===== src/rtl/program_counter_unit_if.sv =====
// Fetch-stage PC bundle: mode strobes and immediate in,
// registered address and return-stack status out.
interface program_counter_unit_if #(
  parameter int PC_W        = 11,
  parameter int IMM_W       = 16,
  parameter int STACK_DEPTH = 8
);
  localparam int DW = $clog2(STACK_DEPTH) + 1;

  logic             stall;
  logic             jump;
  logic             branch;
  logic             call;
  logic             ret;
  logic [IMM_W-1:0] imm;
  logic [PC_W-1:0]  pc;
  logic [DW-1:0]    depth;
  logic             overflow;
  logic             underflow;

  modport master (
    output stall, jump, branch, call, ret, imm,
    input  pc, depth, overflow, underflow
  );

  modport slave (
    input  stall, jump, branch, call, ret, imm,
    output pc, depth, overflow, underflow
  );
endinterface


===== src/rtl/program_counter_unit.sv =====
// Program counter with circular hardware return-address stack,
// strict priority stall > ret > call > jump > branch > increment.
module program_counter_unit #(
  parameter int PC_W        = 11,
  parameter int IMM_W       = 16,
  parameter int STACK_DEPTH = 8,
  parameter int RESET_ADDR  = 0
) (
  input logic clk,
  input logic reset,
  program_counter_unit_if.slave bus
);
  localparam int AW = $clog2(STACK_DEPTH);
  localparam int DW = AW + 1;

  logic [PC_W-1:0] pc_q, pc_d;
  logic [AW-1:0]   ptr_q, ptr_d;
  logic [DW-1:0]   depth_q, depth_d;
  logic            ovf_q, ovf_d;
  logic            unf_q, unf_d;
  logic            push;
  logic [PC_W-1:0] stk [STACK_DEPTH];

  logic [PC_W-1:0] tgt;
  logic [PC_W-1:0] off;
  logic [PC_W-1:0] pc_inc;
  logic [PC_W-1:0] top;
  logic            full;
  logic            empty;
  logic            s_call;
  logic            s_jump;
  logic            s_br;

  generate
    if (IMM_W >= PC_W) begin : g_trunc
      assign tgt = bus.imm[PC_W-1:0];
      assign off = bus.imm[PC_W-1:0];
    end else begin : g_ext
      assign tgt = {{(PC_W-IMM_W){1'b0}}, bus.imm};
      assign off = {{(PC_W-IMM_W){bus.imm[IMM_W-1]}},
                    bus.imm};
    end
  endgenerate

  assign pc_inc = pc_q + PC_W'(1);
  assign top    = stk[ptr_q - AW'(1)];
  assign full   = (depth_q == DW'(STACK_DEPTH));
  assign empty  = (depth_q == '0);

  // one-hot qualified strobes so the decoder below is unique
  assign s_call = bus.call & ~bus.ret;
  assign s_jump = bus.jump & ~bus.ret & ~bus.call;
  assign s_br   = bus.branch & ~bus.ret & ~bus.call
                & ~bus.jump;

  always_comb begin
    pc_d    = pc_inc;
    ptr_d   = ptr_q;
    depth_d = depth_q;
    ovf_d   = ovf_q;
    unf_d   = unf_q;
    push    = 1'b0;
    if (bus.stall) begin
      pc_d = pc_q;
    end else begin
      unique case (1'b1)
        bus.ret: begin
          if (empty) begin
            unf_d = 1'b1;
          end else begin
            pc_d    = top;
            ptr_d   = ptr_q - AW'(1);
            depth_d = depth_q - DW'(1);
          end
        end
        s_call: begin
          push  = 1'b1;
          pc_d  = tgt;
          ptr_d = ptr_q + AW'(1);
          // full stack: oldest slot is overwritten
          if (full) ovf_d = 1'b1;
          else      depth_d = depth_q + DW'(1);
        end
        s_jump:  pc_d = tgt;
        s_br:    pc_d = pc_q + off;
        default: ;
      endcase
    end
  end

  always_ff @(posedge clk or posedge reset) begin
    if (reset) begin
      pc_q    <= PC_W'(RESET_ADDR);
      ptr_q   <= '0;
      depth_q <= '0;
      ovf_q   <= 1'b0;
      unf_q   <= 1'b0;
    end else begin
      pc_q    <= pc_d;
      ptr_q   <= ptr_d;
      depth_q <= depth_d;
      ovf_q   <= ovf_d;
      unf_q   <= unf_d;
    end
  end

  always_ff @(posedge clk) begin
    if (push) stk[ptr_q] <= pc_inc;
  end

  assign bus.pc        = pc_q;
  assign bus.depth     = depth_q;
  assign bus.overflow  = ovf_q;
  assign bus.underflow = unf_q;
endmodule


===== src/flat_wrapper.sv =====
// flat-port wrapper written by rule: the top's interface ports become plain ports
module program_counter_unit_flat 
#(
  parameter int PC_W        = 11,
  parameter int IMM_W       = 16,
  parameter int STACK_DEPTH = 8,
  parameter int RESET_ADDR  = 0
)
  (clk, reset, bus_stall, bus_jump, bus_branch, bus_call, bus_ret, bus_imm, bus_pc, bus_depth, bus_overflow, bus_underflow);
  program_counter_unit_if #(.PC_W(PC_W), .IMM_W(IMM_W), .STACK_DEPTH(STACK_DEPTH)) bus_i ();
  input logic clk;
  input logic reset;
  input wire logic [$bits(bus_i.stall)-1:0] bus_stall;
  input wire logic [$bits(bus_i.jump)-1:0] bus_jump;
  input wire logic [$bits(bus_i.branch)-1:0] bus_branch;
  input wire logic [$bits(bus_i.call)-1:0] bus_call;
  input wire logic [$bits(bus_i.ret)-1:0] bus_ret;
  input wire logic [$bits(bus_i.imm)-1:0] bus_imm;
  output wire logic [$bits(bus_i.pc)-1:0] bus_pc;
  output wire logic [$bits(bus_i.depth)-1:0] bus_depth;
  output wire logic [$bits(bus_i.overflow)-1:0] bus_overflow;
  output wire logic [$bits(bus_i.underflow)-1:0] bus_underflow;
  assign bus_i.stall = bus_stall;
  assign bus_i.jump = bus_jump;
  assign bus_i.branch = bus_branch;
  assign bus_i.call = bus_call;
  assign bus_i.ret = bus_ret;
  assign bus_i.imm = bus_imm;
  assign bus_pc = bus_i.pc;
  assign bus_depth = bus_i.depth;
  assign bus_overflow = bus_i.overflow;
  assign bus_underflow = bus_i.underflow;
  program_counter_unit #(.PC_W(PC_W), .IMM_W(IMM_W), .STACK_DEPTH(STACK_DEPTH), .RESET_ADDR(RESET_ADDR)) u_core (.clk(clk), .reset(reset), .bus(bus_i));
endmodule

===== config.mk =====
export PLATFORM = sky130hd
export DESIGN_NAME = program_counter_unit_flat
export DESIGN_NICKNAME = d
export VERILOG_FILES = /design/src/rtl/program_counter_unit_if.sv /design/src/rtl/program_counter_unit.sv /design/src/flat_wrapper.sv
export SDC_FILE = /design/constraint.sdc
export NUM_CORES = 1
export LEC_CHECK = 0
export ABC_CLOCK_PERIOD_IN_PS = 6210
export CORE_MARGIN = 8
export CORE_UTILIZATION = 55
export CTS_BUF_LIST = sky130_fd_sc_hd__clkbuf_4
export DETAILED_ROUTE_END_ITERATION = 6
export DONT_BUFFER_PORTS = 1
export PLACE_DENSITY = 0.8
export REMOVE_ABC_BUFFERS = 1
export SLEW_MARGIN = 20
export SYNTH_ARGS = -nofsm -noshare
export SYNTH_HDL_FRONTEND = slang
export SYNTH_SLANG_ARGS = --single-unit

===== constraint.sdc =====
create_clock -name clk -period 6.21 [get_ports clk]
set_input_delay 0.3105 -clock clk [delete_from_list [all_inputs] [get_ports clk]]
set_output_delay 0.3105 -clock clk [all_outputs]
set_load 0.05 [all_outputs]

; Word level (Yosys, flattened, before mapping)
; Memories as Yosys holds them, arrays and structs flattened.
; Index checks and enable logic that the tools add are counted.
[totals]
register_bits = 20
latchBits = 0
mem_bits_rw = 88
mem_bits_ro = 0
in_bits = 23
output_inout_bits = 17
wordCells = 43
memories = 1
[op_classes]
add_sub_neg = 6
multipliers = 0
div_mod_pow = 0
magnitude_cmp = 0
n_eq_ne = 3
n_shift = 0
mux = 11
bitwise_logic = 10
reduce_logical = 7
[memory_table]
columns = memory, depth, word_bits, rd, rd_clocked_by_memory_dff, write_ports, line_no
row1 = u_core.stk, 8, 11, 1, 0, 1, program_counter_unit.sv:22  ; logic [PC_W-1:0] stk [STACK_DEPTH];
[ops]
columns = operator, n
row1 = $pmux W11 S3, 1
row2 = $add A11 B1 Y11 const B, 1
row3 = $add A11 B11 Y11, 1
row4 = $mux W11, 1
row5 = $reduce_and A3 Y1, 3
row6 = $mux W4, 2
row7 = $pmux W4 S2, 1
row8 = $and A1 B1 Y1, 6
row9 = $pmux W3 S2, 1
row10 = $add A4 B1 Y4 const B, 1
row11 = $eq A4 B4 Y1 const B, 1
row12 = $logic_not A4 Y1, 1
row13 = $mux W1, 4
row14 = $ne A2 B2 Y1 const B, 2
row15 = $not A1 Y1, 4
row16 = $reduce_and A4 Y1, 1
row17 = $sub A4 B1 Y4 const B, 1
row18 = $add A3 B1 Y3 const B, 1
row19 = $mux W3, 1
row20 = $sub A3 B1 Y3 const B, 1
row21 = $reduce_bool A2 Y1, 1
row22 = $reduce_or A2 Y1, 1

; Depth between registers and ports, before layout
; Gate-level depths: netlist of run 1.
[logic_depth]
word_depth = 6
mapped_depth = 10
depth_no_buf = 8

; Worst setup path after synthesis of run 1
; Ideal clock, no wire load.
[synth_timing]
kind = register to register
from = register u_core.pc_q[0], in the netlist u_core.bus.pc[0]
to = register u_core.pc_q[10], in the netlist u_core.bus.pc[10]
setup_time_ns = 0.127
t_arrival_ns = 2.305
required_time_ns = 6.083
path_slack_ns = 3.778
stages_incl_launch_ff = 9
n_path_buf = 0
synth_period_minus_slack_ns = 2.432
cell_sequence = dfrtp_1 ha_1 fa_1 a21o_1 a221oi_1 o21ai_1 nand3_1 a211o_1 a31oi_1
[synth_between]
elab_chain_cells = 3
elab_cells_between_ends = 4
cone_classes = add/sub: 2 / mux: 2
[synth_lines]
columns = element, line_no
row1 = from (decl), program_counter_unit.sv:16  ; logic [PC_W-1:0] pc_q, pc_d;
row2 = from (signal assigned), program_counter_unit.sv:93  ; pc_q <= PC_W'(RESET_ADDR);
row3 = from (signal assigned), program_counter_unit.sv:99  ; pc_q <= pc_d;
row4 = $add A11 B1 Y11, program_counter_unit.sv:45  ; assign pc_inc = pc_q + PC_W'(1);
row5 = $mux W11, program_counter_unit.sv:68  ; if (empty) begin
row6 = $pmux W11 S3 (*), program_counter_unit.sv:66  ; unique case (1'b1)
; Mark *: on every way between the ends. The rest lies on a longest branch, timed or not.
; A chain may end at the register's enable or synchronous reset.

; Final worst setup path of run 1
[layout_timing]
from = register u_core.ptr_q[0]
to = register u_core.pc_q[10], in the netlist u_core.bus.pc[10]
[layout_between]
elab_chain_cells = 4
[layout_lines]
columns = element, line_no
row1 = from (decl), program_counter_unit.sv:17  ; logic [AW-1:0] ptr_q, ptr_d;
row2 = from (signal assigned), program_counter_unit.sv:100  ; ptr_q <= ptr_d;
row3 = $sub A3 B1 Y3, program_counter_unit.sv:46  ; assign top = stk[ptr_q - AW'(1)];
row4 = $mem_v2 Z8 W11, -
row5 = $mux W11, program_counter_unit.sv:68
row6 = $pmux W11 S3, program_counter_unit.sv:66
; No other way between the ends.

==> Flow_metrics.wiki, run 1 <==
{| class="wikitable"
! Metric !! Value
|-
| Overall fraction of global-route tracks in use || 18.2%
|-
| PostCTS Resize Cnt || 0
|-
| Count leader, synth || sky130_fd_sc_hd__edfxtp_1
|-
| Final Max Tran Viols || 0
|-
| Complex-gate fraction of the synthesized area || 8.06%
|-
| Maximum number of pins on one net before global-route repair || 26
|-
| Standby leakage power || 1.89 nW
|-
| Number of global-route vias before repair || 3,051
|-
| Share of the synthesized area in the top cell type || 51.3%
|-
| Required time reported for the critical path endpoint || 6.56 ns
|-
| Crit path launch type || flip-flop
|-
| Critical path start-end classification || reg2reg
|-
| Achievable Freq || 327 MHz
|-
| Adder-Cell Fraction of Synth Area || 4.42%
|-
| Most frequently used flop master after synthesis || sky130_fd_sc_hd__edfxtp_1
|-
| Total wire length after detailed routing || 11.3 mm
|-
| Power dissipated by switching net loads || 0.00114 W
|-
| Clock tree from TritonCTS || yes
|-
| Boundary pin count || 40
|-
| Transition at the pin with the smallest max-transition slack || 1.02 ns
|-
| Cell Rows || 35
|-
| Cell at the root of the clock tree || sky130_fd_sc_hd__clkbuf_4
|-
| Worst-path clk slew || 0.16 ns
|-
| Mux contribution to synthesized area || 12.4%
|-
| #FFs+latches synth || 108
|-
| Layout-stage area growth over the synthesis result || 5.66%
|-
| Chip height || 113 um
|-
| Worst path slowest cell || sky130_fd_sc_hd__ha_1
|-
| Arrival time worst endpoint || 3.40 ns
|-
| Cell-internal power || 0.00159 W
|-
| Post-Route Setup TNS || 0 ns
|-
| Post-route clock period utilization || 49.3%
|-
| Worst min path class || in2reg
|-
| Cell with the most instances on the worst path || sky130_fd_sc_hd__a31oi_1
|-
| Cell area power density || 502 mW/mm2
|-
| Fraction of the mapped netlist area in simple logic gates || 7.43%
|-
| Switching Fraction || 41.8%
|-
| Setup repair after global routing missed its margin || false
|-
| Startpoint of the most critical register-to-register path || u_core.ptr_q[0]$_DFFE_PP0P_
|-
| Finish-stage setup viols || 0
|-
| EDFF count, synth || 88
|-
| Async SR Flop Fraction || 18.5%
|-
| Residual DRC count || 0
|-
| Worst-Skew Late Latency || 0.45 ns
|-
| Number of port buffers || 0
|-
| Distinct cell type count after synthesis || 54
|-
| Number of fill cells in the layout || 676
|-
| Final critical-path setup slack || 3.15 ns
|-
| Ranking of synthesized cells by area || sky130_fd_sc_hd__edfxtp_1 (51%), sky130_fd_sc_hd__dfrtp_1 (9.7%), sky130_fd_sc_hd__mux4_2 (9.6%), sky130_fd_sc_hd__ha_1 (3.6%), sky130_fd_sc_hd__xor2_1 (2.2%)
|-
| Residual overflow from global routing || 0
|-
| H-Tree Level Count || 3
|-
| Slowest Stage Delay on Critical Path || 1.01 ns
|-
| Overall power || 0.00273 W
|-
| Count of final hold-check violations || 0
|-
| First-pass GRT wire length || 17.2 mm
|-
| Die extent in x || 113 um
|-
| Worst clock skew || 0.0154 ns
|-
| Buffer count from post-CTS setup fixing || 0
|-
| Clock network fraction of total power || 12.1%
|-
| Crit path max-delay family || adder cells
|-
| Hold_sp || bus_ret
|-
| First-pass iteration count of the detailed router || 7
|-
| Run status || complete, no violations
|-
| Max IR drop VDD || 237 uV
|-
| Avg Inst Size Synth || 15.0 um2
|-
| TritonCTS buffer count || 9
|-
| Routed wire per std cell || 24.1 um
|-
| Number of buffers and inverters on the critical path || 2
|-
| Parity-gate share of the synthesized area counting xor and xnor cells || 4.25%
|-
| Violation count after the first detailed-routing iteration || 292
|-
| Net total in the final layout || 393
|-
| Synth top cells by count || sky130_fd_sc_hd__edfxtp_1 (88), sky130_fd_sc_hd__mux4_2 (22), sky130_fd_sc_hd__nor2_1 (22)
|-
| Relative contribution of sequential cells to total power || 48.4%
|-
| Vias/cell || 6.52
|-
| Clock period minus worst slack || 3.06 ns
|-
| Series of cell instances along the critical path || buf_4 -> inv_1 -> ha_1 -> mux4_2 -> mux2i_1 -> o221ai_1 -> a31oi_1 -> a31oi_1
|-
| Layout cells sized above 1 || 17.1%
|-
| DIE AREA || 0.0127 mm2
|-
| Max-slew headroom || 31.8%
|-
| Cell count after synthesis || 343
|-
| CORE AREA || 0.00915 mm2
|-
| Total half-perimeter wirelength after legalization and detailed placement || 7.43 mm
|-
| Clock sink count || 108
|-
| Area of the mapped netlist || 0.00515 mm2
|-
| Yosys warning count || 0
|-
| Sort of element at the end of the critical path || flip-flop
|-
| Pre-CTS worst setup slack || 3.11 ns
|-
| Routability cong. || 0.860
|-
| Worst-path fanout max || 25
|-
| Via Count || 3,052
|-
| Antenna cell count || 0
|-
| Fraction of power consumed by combinational cells || 39.5%
|-
| Worst setup path startpoint || u_core.ptr_q[0]$_DFFE_PP0P_
|-
| Number of antenna violations at the first check in global routing || 0
|-
| Initial Utilization || 56.3%
|-
| Register area share after synthesis || 61.0%
|-
| Max Buffers Root-to-Sink || 2
|-
| Max-cap violations || 0
|-
| Library cell with the largest summed area after synthesis || sky130_fd_sc_hd__edfxtp_1
|-
| Residual antenna-violating net count after detailed routing || 0
|-
| Dominant combinational cell family by area after synthesis || multiplexers
|}
## cell families after synthesis
logic type / count (synthesis)
AO/OA/AOI/OAI: 60
XOR/XNOR: 25
AND/OR/NAND/NOR: 71
flip-flops: 108
multiplexers: 36
adder cells (fa/ha/maj): 17
buffers and inverters: 26
## worst register-to-register path: cells and delay by family (launching register included)
kind            cells  cell delay (ns)
mux                 2             0.59
compound gates      3             0.43
flops               1             0.35
fa+ha+maj           1             1.01
buf+inv             2             0.59
## worst paths after layout
| check | endpoint | slack (ns) | cells after the start |
|---|---|---|---|
| max | u_core.bus.pc[10]$_DFFE_PP0N_ | 3.15 | 8 |
| min | u_core.bus.underflow$_DFFE_PP0P_ | 0.04 | 2 |
| max reg2reg | u_core.bus.pc[10]$_DFFE_PP0N_ | 3.15 | 8 |
| min reg2reg | u_core.ptr_q[2]$_DFFE_PP0P_ | 0.66 | 1 |
| max in group asynchronous | u_core.bus.pc[6]$_DFFE_PP0N_ | 5.22 | 2 |
| min in group asynchronous | u_core.bus.depth[0]$_DFFE_PP0P_ | 0.45 | 2 |
## layer usage
metal / part of all wire [%] / vias up / routed length (um) / GRT usage (%)
met4: 1.8 / 0 / 206 / 6.21
met5: 0 / - / 0 / 0
met1: 39 / 1544 / 4450 / 22.3
li1: - / 1358 / - / -
met3: 8.2 / 22 / 928 / 4.37
met2: 51 / 128 / 5710 / 30.8
## what timing repair did
action | CTS | global route
hold endpoints to repair | 24 | 0
setup endpoints to repair | 0 | 0
hold buffers | 2 | 0
## cells in the final DEF, fill, tap and decap left out, types with 4 or more instances in the layout
| cell type | synthesis | routed |
|---|---|---|
| sky130_fd_sc_hd__nand2_1 | 20 | 20 |
| sky130_fd_sc_hd__a21oi_1 | 15 | 15 |
| sky130_fd_sc_hd__mux4_2 | 22 | 22 |
| sky130_fd_sc_hd__a221oi_1 | 5 | 5 |
| sky130_fd_sc_hd__mux2i_1 | 10 | 10 |
| sky130_fd_sc_hd__clkbuf_4 | 0 | 9 |
| sky130_fd_sc_hd__xor2_1 | 13 | 13 |
| sky130_fd_sc_hd__o22ai_1 | 4 | 4 |
| sky130_fd_sc_hd__edfxtp_1 | 88 | 88 |
| sky130_fd_sc_hd__a221o_1 | 4 | 4 |
| sky130_fd_sc_hd__nor2_1 | 22 | 22 |
| sky130_fd_sc_hd__xnor2_1 | 12 | 12 |
| sky130_fd_sc_hd__nand3_1 | 6 | 6 |
| sky130_fd_sc_hd__buf_4 | 1 | 10 |
| sky130_fd_sc_hd__o21ai_1 | 6 | 6 |
| sky130_fd_sc_hd__inv_1 | 11 | 11 |
| sky130_fd_sc_hd__dfrtp_1 | 20 | 20 |
| sky130_fd_sc_hd__ha_1 | 15 | 15 |
## state kept, by name (all words and copies together), names as in the netlist
signal                count
u_core.bus.pc            11
u_core.stk               88
u_core.ptr_q              3
u_core.bus.underflow      1
u_core.bus.depth          4
u_core.bus.overflow       1
## layout make-up
| type | count | area [um2] | area share [%] |
|---|---|---|---|
| Sequential cell | 108 | 3140 | 57.7 |
| Multi-Input combinational cell | 209 | 1900 | 34.8 |
| Tap cell | 111 | 139 | 2.55 |
| Timing Repair Buffer | 12 | 95.1 | 1.75 |
| Clock buffer | 9 | 67.6 | 1.24 |
| Clock inverter | 6 | 56.3 | 1.03 |
| Inverter | 13 | 48.8 | 0.896 |
## power groups by stage
| stage | clock (W) | combinational (W) | sequential, W |
|---|---|---|---|
| 4_1_cts | 0.000335 | 0.00108 | 0.00132 |
| 5_1_grt | 0.000358 | 0.00118 | 0.00134 |
| 6_report | 0.000331 | 0.00108 | 0.00132 |
| 3_3_place_gp | 0 | 0.00104 | 0.00133 |
| 3_5_place_dp | 0 | 0.00107 | 0.00134 |
| 2_1_floorplan | 0 | 0.000802 | 0.00133 |
## per-stage QoR
| stage | util (%) | instances | hold WS (ns) | cell area, um2 |
|---|---|---|---|---|
| floorplan | - | 330 | 0.274 | 5080 |
| global placement | 57.9 | 451 | 0.398 | 5300 |
| detailed placement | 57.9 | 451 | 0.404 | 5300 |
| CTS | 59.5 | 468 | 0.0148 | 5450 |
| global route | 59.5 | 468 | 0.0410 | 5450 |
| finish | 59.5 | 468 | 0.0375 | 5450 |
(Power assumes the default switching activity.)
==> run 2, diff against run 1 <==
- ABC_CLOCK_PERIOD_IN_PS: 6210 -> 2550
- PLACE_DENSITY: 0.8 -> 0.83
- clock period: 6.21 -> 2.55 ns (I/O delays scaled with it)
==> Flow_metrics.wiki, run 2 (synthesized netlist as in run 1, its figures left out) <==
{| class="wikitable"
! Metric !! Value
|-
| Final critical-path setup slack || 0.205 ns
|-
| Layout-stage area growth over the synthesis result || 11.7%
|-
| Startpoint of the most critical register-to-register path || u_core.bus.pc[0]$_DFFE_PP0N_
|-
| Buffer count from post-CTS setup fixing || 0
|-
| First-pass GRT wire length || 18.4 mm
|-
| Number of antenna violations at the first check in global routing || 0
|-
| Residual DRC count || 0
|-
| Max Buffers Root-to-Sink || 2
|-
| Most frequent standard cell in the layout excluding fill and tap cells || sky130_fd_sc_hd__edfxtp_1
|-
| Worst path slowest cell || sky130_fd_sc_hd__dfrtp_1
|-
| Setup repair after global routing missed its margin || false
|-
| TritonCTS buffer count || 9
|-
| Cell area power density || 1230 mW/mm2
|-
| Max-cap violations || 0
|-
| Post-route clock period utilization || 92.0%
|-
| Sort of element at the end of the critical path || flip-flop
|-
| Routability cong. || 0.861
|-
| Antenna cell count || 0
|-
| Achievable Freq || 426 MHz
|-
| Run status || complete, no violations
|-
| Worst hold endpoint || u_core.bus.pc[1]$_DFFE_PP0N_
|-
| H-Tree Level Count || 3
|-
| Crit path max-delay family || compound AO/OA/AOI/OAI gates
|-
| Final Max Tran Viols || 0
|-
| Number of port buffers || 0
|-
| Crit path launch type || flip-flop
|-
| Worst clock skew || 0.0257 ns
|-
| Via Count || 3,211
|-
| Number of buffers and inverters on the critical path || 0
|-
| Worst min path class || in2reg
|-
| Worst-path clk slew || 0.16 ns
|-
| Placed insts || 476
|-
| Die extent in x || 113 um
|-
| Standby leakage power || 2.06 nW
|-
| First-pass iteration count of the detailed router || 5
|-
| Pre-CTS worst setup slack || 0.272 ns
|-
| CORE AREA || 0.00915 mm2
|-
| Transition at the pin with the smallest max-transition slack || 0.876 ns
|-
| Area of all placed cells without fillers || 0.00576 mm2
|-
| Overall fraction of global-route tracks in use || 19.1%
|-
| Number of cells in the finished layout apart from fillers || 504
|-
| Slowest Stage Delay on Critical Path || 0.42 ns
|-
| Hold_sp || bus_stall
|-
| Clock tree from TritonCTS || yes
|-
| Most frequent cells in the layout || sky130_fd_sc_hd__edfxtp_1 (88), sky130_fd_sc_hd__buf_4 (34), sky130_fd_sc_hd__nor2_1 (22), sky130_fd_sc_hd__mux4_2 (22)
|-
| Cell at the root of the clock tree || sky130_fd_sc_hd__clkbuf_4
|-
| Boundary pin count || 40
|-
| Vias/cell || 6.37
|-
| Total half-perimeter wirelength after legalization and detailed placement || 8.18 mm
|-
| Cell Rows || 35
|-
| Critical path start-end classification || reg2reg
|-
| Finish-stage setup viols || 0
|-
| Max-slew headroom || 41.4%
|-
| Maximum number of pins on one net before global-route repair || 24
|-
| Net total in the final layout || 428
|-
| Register-to-Register Setup Slack || 0.21 ns
|-
| Number of hold buffers added after cts || 12
|-
| Required time reported for the critical path endpoint || 2.93 ns
|-
| PostCTS Resize Cnt || 0
|-
| Register with the most flip-flops || u_core.stk
|-
| Arrival time worst endpoint || 2.72 ns
|-
| Initial Utilization || 56.3%
|-
| DIE AREA || 0.0127 mm2
|-
| Clock sink count || 108
|-
| Series of cell instances along the critical path || ha_1 -> fa_1 -> a21o_1 -> a221oi_1 -> o21ai_1 -> xor2_1 -> nand2_1 -> a22oi_1
|-
| Cell Area, Placed || 0.00550 mm2
|-
| End of the worst register-to-register path || u_core.bus.pc[8]$_DFFE_PP0N_
|-
| Layout cells sized above 1 || 22.4%
|-
| Clock period minus worst slack || 2.34 ns
|-
| R2r worst-path depth || 8
|-
| Number of flip-flops under the largest register name || 88
|-
| Violation count after the first detailed-routing iteration || 177
|-
| Residual overflow from global routing || 0
|-
| Worst-Skew Late Latency || 0.45 ns
|-
| Max IR drop VDD || 702 uV
|-
| Total wire length after detailed routing || 11.8 mm
|-
| Residual antenna-violating net count after detailed routing || 0
|-
| Number of global-route vias before repair || 3,273
|-
| Routed wire per std cell || 23.4 um
|-
| Count of final hold-check violations || 0
|-
| Chip height || 113 um
|-
| Worst-path fanout max || 2
|-
| Worst hold path stage count || 4
|}
run 2: changes by cell type in the layout (fill, tap and decap cells not counted), sizes merged:
cell and change:
buf +25, bufinv -1, dlygate4sd3 +10, clkinvlp -1
inv +2, clkbuf +1
run 2: area by class of cell:
| class | instances | area [um2] |
|---|---|---|
| Fill cell | 660 | 3400 |
| Sequential cell | 108 | 3140 |
| Multi-Input combinational cell | 209 | 1900 |
| Timing Repair Buffer | 47 | 395 |
| Tap cell | 111 | 139 |
| Clock buffer | 10 | 75.1 |
| Clock inverter | 6 | 60.1 |
| Inverter | 13 | 48.8 |
run 2: routing by layer:
layer	track usage [%]	vias to the layer above	wire, um	share of wire (%)
met5	0	-	0	0
met4	7.55	0	286	2.4
met3	4.05	28	844	7.2
met2	32.1	124	6070	51
met1	23.7	1629	4580	39
li1	-	1430	-	-
run 2: how the worst max path moves through the flow:
stage	slack, ns	cells past startpoint	to	start
after global placement	0.31	8	u_core.bus.pc[8]$_DFFE_PP0N_	u_core.bus.pc[0]$_DFFE_PP0N_
after floorplan	-0.56	7	u_core.bus.pc[10]$_DFFE_PP0N_	u_core.ptr_q[0]$_DFFE_PP0P_
after CTS	0.23	8	u_core.bus.pc[8]$_DFFE_PP0N_	u_core.bus.pc[0]$_DFFE_PP0N_
final	0.21	8	u_core.bus.pc[8]$_DFFE_PP0N_	u_core.bus.pc[0]$_DFFE_PP0N_
after detailed placement	0.27	8	u_core.bus.pc[8]$_DFFE_PP0N_	u_core.bus.pc[0]$_DFFE_PP0N_
after global routing	0.08	8	u_core.bus.pc[8]$_DFFE_PP0N_	u_core.bus.pc[0]$_DFFE_PP0N_
run 2: through the flow:
| step | TNS (ns) | total power (W) | hold WS [ns] | utilization (%) |
|---|---|---|---|---|
| after floorplan | -5.56 | 0.00518 | 0.0913 | - |
| after global placement | 0 | 0.00612 | 0.217 | 60.1 |
| after detailed placement | 0 | 0.00626 | 0.226 | 60.1 |
| after CTS | 0 | 0.00709 | 0.000654 | 62.9 |
| after global routing | 0 | 0.00744 | 0.0136 | 62.9 |
| final | 0 | 0.00706 | 0.0115 | 62.9 |
run 2: tightest hold or removal path, stage by stage:
cell and delay, ns:
sky130_fd_sc_hd__a221o_1 0.08, sky130_fd_sc_hd__a21oi_1 0.03, sky130_fd_sc_hd__o21ai_1 0.06, sky130_fd_sc_hd__o21a_1 0.13
run 2: where the power goes:
part | switching (W) | internal, W
Clock | 0.000582 | 0.000233
Combinational | 0.00208 | 0.00144
Sequential | 0.000304 | 0.00242
Total | 0.00297 | 0.00409
==> run 3, diff against run 2 <==
- CORE_ASPECT_RATIO: not set -> 0.9
- CTS_BUF_LIST: sky130_fd_sc_hd__clkbuf_4 -> not set
==> Flow_metrics.wiki, run 3 (synthesized netlist as in run 1, its figures left out) <==
{| class="wikitable"
! Metric !! Value
|-
| Number of fill cells in the layout || 658
|-
| Net total in the final layout || 418
|-
| Crit path launch type || flip-flop
|-
| Register cell area after layout || 0.00314 mm2
|-
| Number of global-route vias before repair || 3,296
|-
| Overall fraction of global-route tracks in use || 18.9%
|-
| Max-cap violations || 0
|-
| DIE AREA || 0.0127 mm2
|-
| Layout cells sized above 1 || 21.9%
|-
| Cell Rows || 33
|-
| Critical path start-end classification || reg2reg
|-
| Residual antenna-violating net count after detailed routing || 0
|-
| Final Max Tran Viols || 0
|-
| Core utilization of the finished layout || 62.5%
|-
| Die extent in x || 118 um
|-
| Standby leakage power || 2.03 nW
|-
| Final critical-path setup slack || 0.266 ns
|-
| Number of flip-flops under the largest register name || 88
|-
| Register with the most flip-flops || u_core.stk
|-
| Count of final hold-check violations || 0
|-
| TritonCTS buffer count || 9
|-
| Max IR drop VDD || 506 uV
|-
| Vias/cell || 6.30
|-
| Worst-Skew Late Latency || 0.37 ns
|-
| Residual DRC count || 0
|-
| Pre-CTS worst setup slack || 0.294 ns
|-
| Total wire length after detailed routing || 11.5 mm
|-
| Cell area power density || 1250 mW/mm2
|-
| H-Tree Level Count || 3
|-
| Finish-stage setup viols || 0
|-
| Worst-path clk slew || 0.11 ns
|-
| Residual overflow from global routing || 0
|-
| Buffer count from post-CTS setup fixing || 0
|-
| Multi-input gate area in the final layout || 0.00189 mm2
|-
| Most frequent standard cell in the layout excluding fill and tap cells || sky130_fd_sc_hd__edfxtp_1
|-
| Arrival time worst endpoint || 2.58 ns
|-
| Via Count || 3,181
|-
| Clock sink count || 108
|-
| First-pass iteration count of the detailed router || 5
|-
| Total half-perimeter wirelength after legalization and detailed placement || 8.01 mm
|-
| Post-route clock period utilization || 89.6%
|-
| Number of cells in the finished layout apart from fillers || 505
|-
| Max Buffers Root-to-Sink || 2
|-
| Required time reported for the critical path endpoint || 2.85 ns
|-
| Initial Utilization || 56.5%
|-
| Achievable Freq || 438 MHz
|-
| First-pass GRT wire length || 18.2 mm
|-
| Worst-path fanout max || 2
|-
| Most frequent cells in the layout || sky130_fd_sc_hd__edfxtp_1 (88), sky130_fd_sc_hd__buf_4 (33), sky130_fd_sc_hd__nor2_1 (22), sky130_fd_sc_hd__mux4_2 (22)
|-
| Number of hold buffers added after cts || 4
|-
| Clock period minus worst slack || 2.28 ns
|-
| Cell at the root of the clock tree || sky130_fd_sc_hd__clkbuf_8
|-
| Transition at the pin with the smallest max-transition slack || 0.842 ns
|-
| Chip height || 108 um
|-
| Sort of element at the end of the critical path || flip-flop
|-
| PostCTS Resize Cnt || 0
|-
| Layout-stage area growth over the synthesis result || 10.6%
|-
| Run status || complete, no violations
|-
| Placed insts || 485
|-
| Clock tree from TritonCTS || yes
|-
| CORE AREA || 0.00913 mm2
|-
| Worst clock skew || 0.0128 ns
|-
| Routed wire per std cell || 22.8 um
|-
| Number of antenna violations at the first check in global routing || 0
|-
| Antenna cell count || 0
|-
| Violation count after the first detailed-routing iteration || 281
|-
| Number of port buffers || 0
|-
| Boundary pin count || 40
|-
| Max-slew headroom || 43.6%
|-
| Maximum number of pins on one net before global-route repair || 21
|-
| Setup repair after global routing missed its margin || false
|-
| Routability cong. || 0.921
|-
| Worst min path class || in2reg
|}
run 3: power breakdown:
group / total (W) / switching, W / internal (W) / leakage (nW)
Clock: 0.000991 / 0.000616 / 0.000375 / 0.0978
Combinational: 0.00341 / 0.00203 / 0.00137 / 0.912
Sequential: 0.00273 / 0.000309 / 0.00242 / 1.02
run 3: through the flow:
step,hold slack [ns],total power [W],setup TNS [ns],area (um2)
after global placement,0.217,0.00601,0,5480
after global routing,0.0124,0.00750,0,5700
after floorplan,0.0913,0.00518,-5.56,5080
after CTS,0.00147,0.00713,0,5700
final,0.00770,0.00713,0,5700
after detailed placement,0.223,0.00615,0,5480
run 3: critical path: stages, from the launching register on:
cell	delay, ns
sky130_fd_sc_hd__dfrtp_1	0.41
sky130_fd_sc_hd__ha_1	0.24
sky130_fd_sc_hd__fa_1	0.41
sky130_fd_sc_hd__a21o_1	0.21
sky130_fd_sc_hd__a221oi_1	0.38
sky130_fd_sc_hd__o21ai_1	0.18
sky130_fd_sc_hd__xor2_1	0.15
sky130_fd_sc_hd__nand2_1	0.07
sky130_fd_sc_hd__a22oi_1	0.17
run 3: final timing paths:
path | start | endpoint | slack (ns) | depth (start not counted)
setup / recovery | u_core.bus.pc[0]$_DFFE_PP0N_ | u_core.bus.pc[8]$_DFFE_PP0N_ | 0.27 | 8
setup reg to reg | u_core.bus.pc[0]$_DFFE_PP0N_ | u_core.bus.pc[8]$_DFFE_PP0N_ | 0.27 | 8
hold reg to reg | u_core.ptr_q[2]$_DFFE_PP0P_ | u_core.ptr_q[2]$_DFFE_PP0P_ | 0.60 | 1
hold / removal | bus_stall | u_core.bus.pc[6]$_DFFE_PP0N_ | 0.008 | 2
min in group asynchronous | reset | u_core.bus.depth[3]$_DFFE_PP0P_ | 0.35 | 2
max in group asynchronous | reset | u_core.bus.pc[0]$_DFFE_PP0N_ | 1.67 | 2
run 3: per-layer routing:
metal,GRT usage (%),routed length [um]
met1,22.7,4480
met2,32.4,5680
met3,4.82,1090
met5,0,0
met4,7.67,240
run 3: area by class of cell:
cell class,instances,share of cell area (%)
Tap cell,122,2.68
Timing Repair Buffer,37,5.05
Clock buffer,9,2.17
Sequential cell,108,55.1
Inverter,13,0.856
Multi-Input combinational cell,209,33.1
Clock inverter,7,1.03
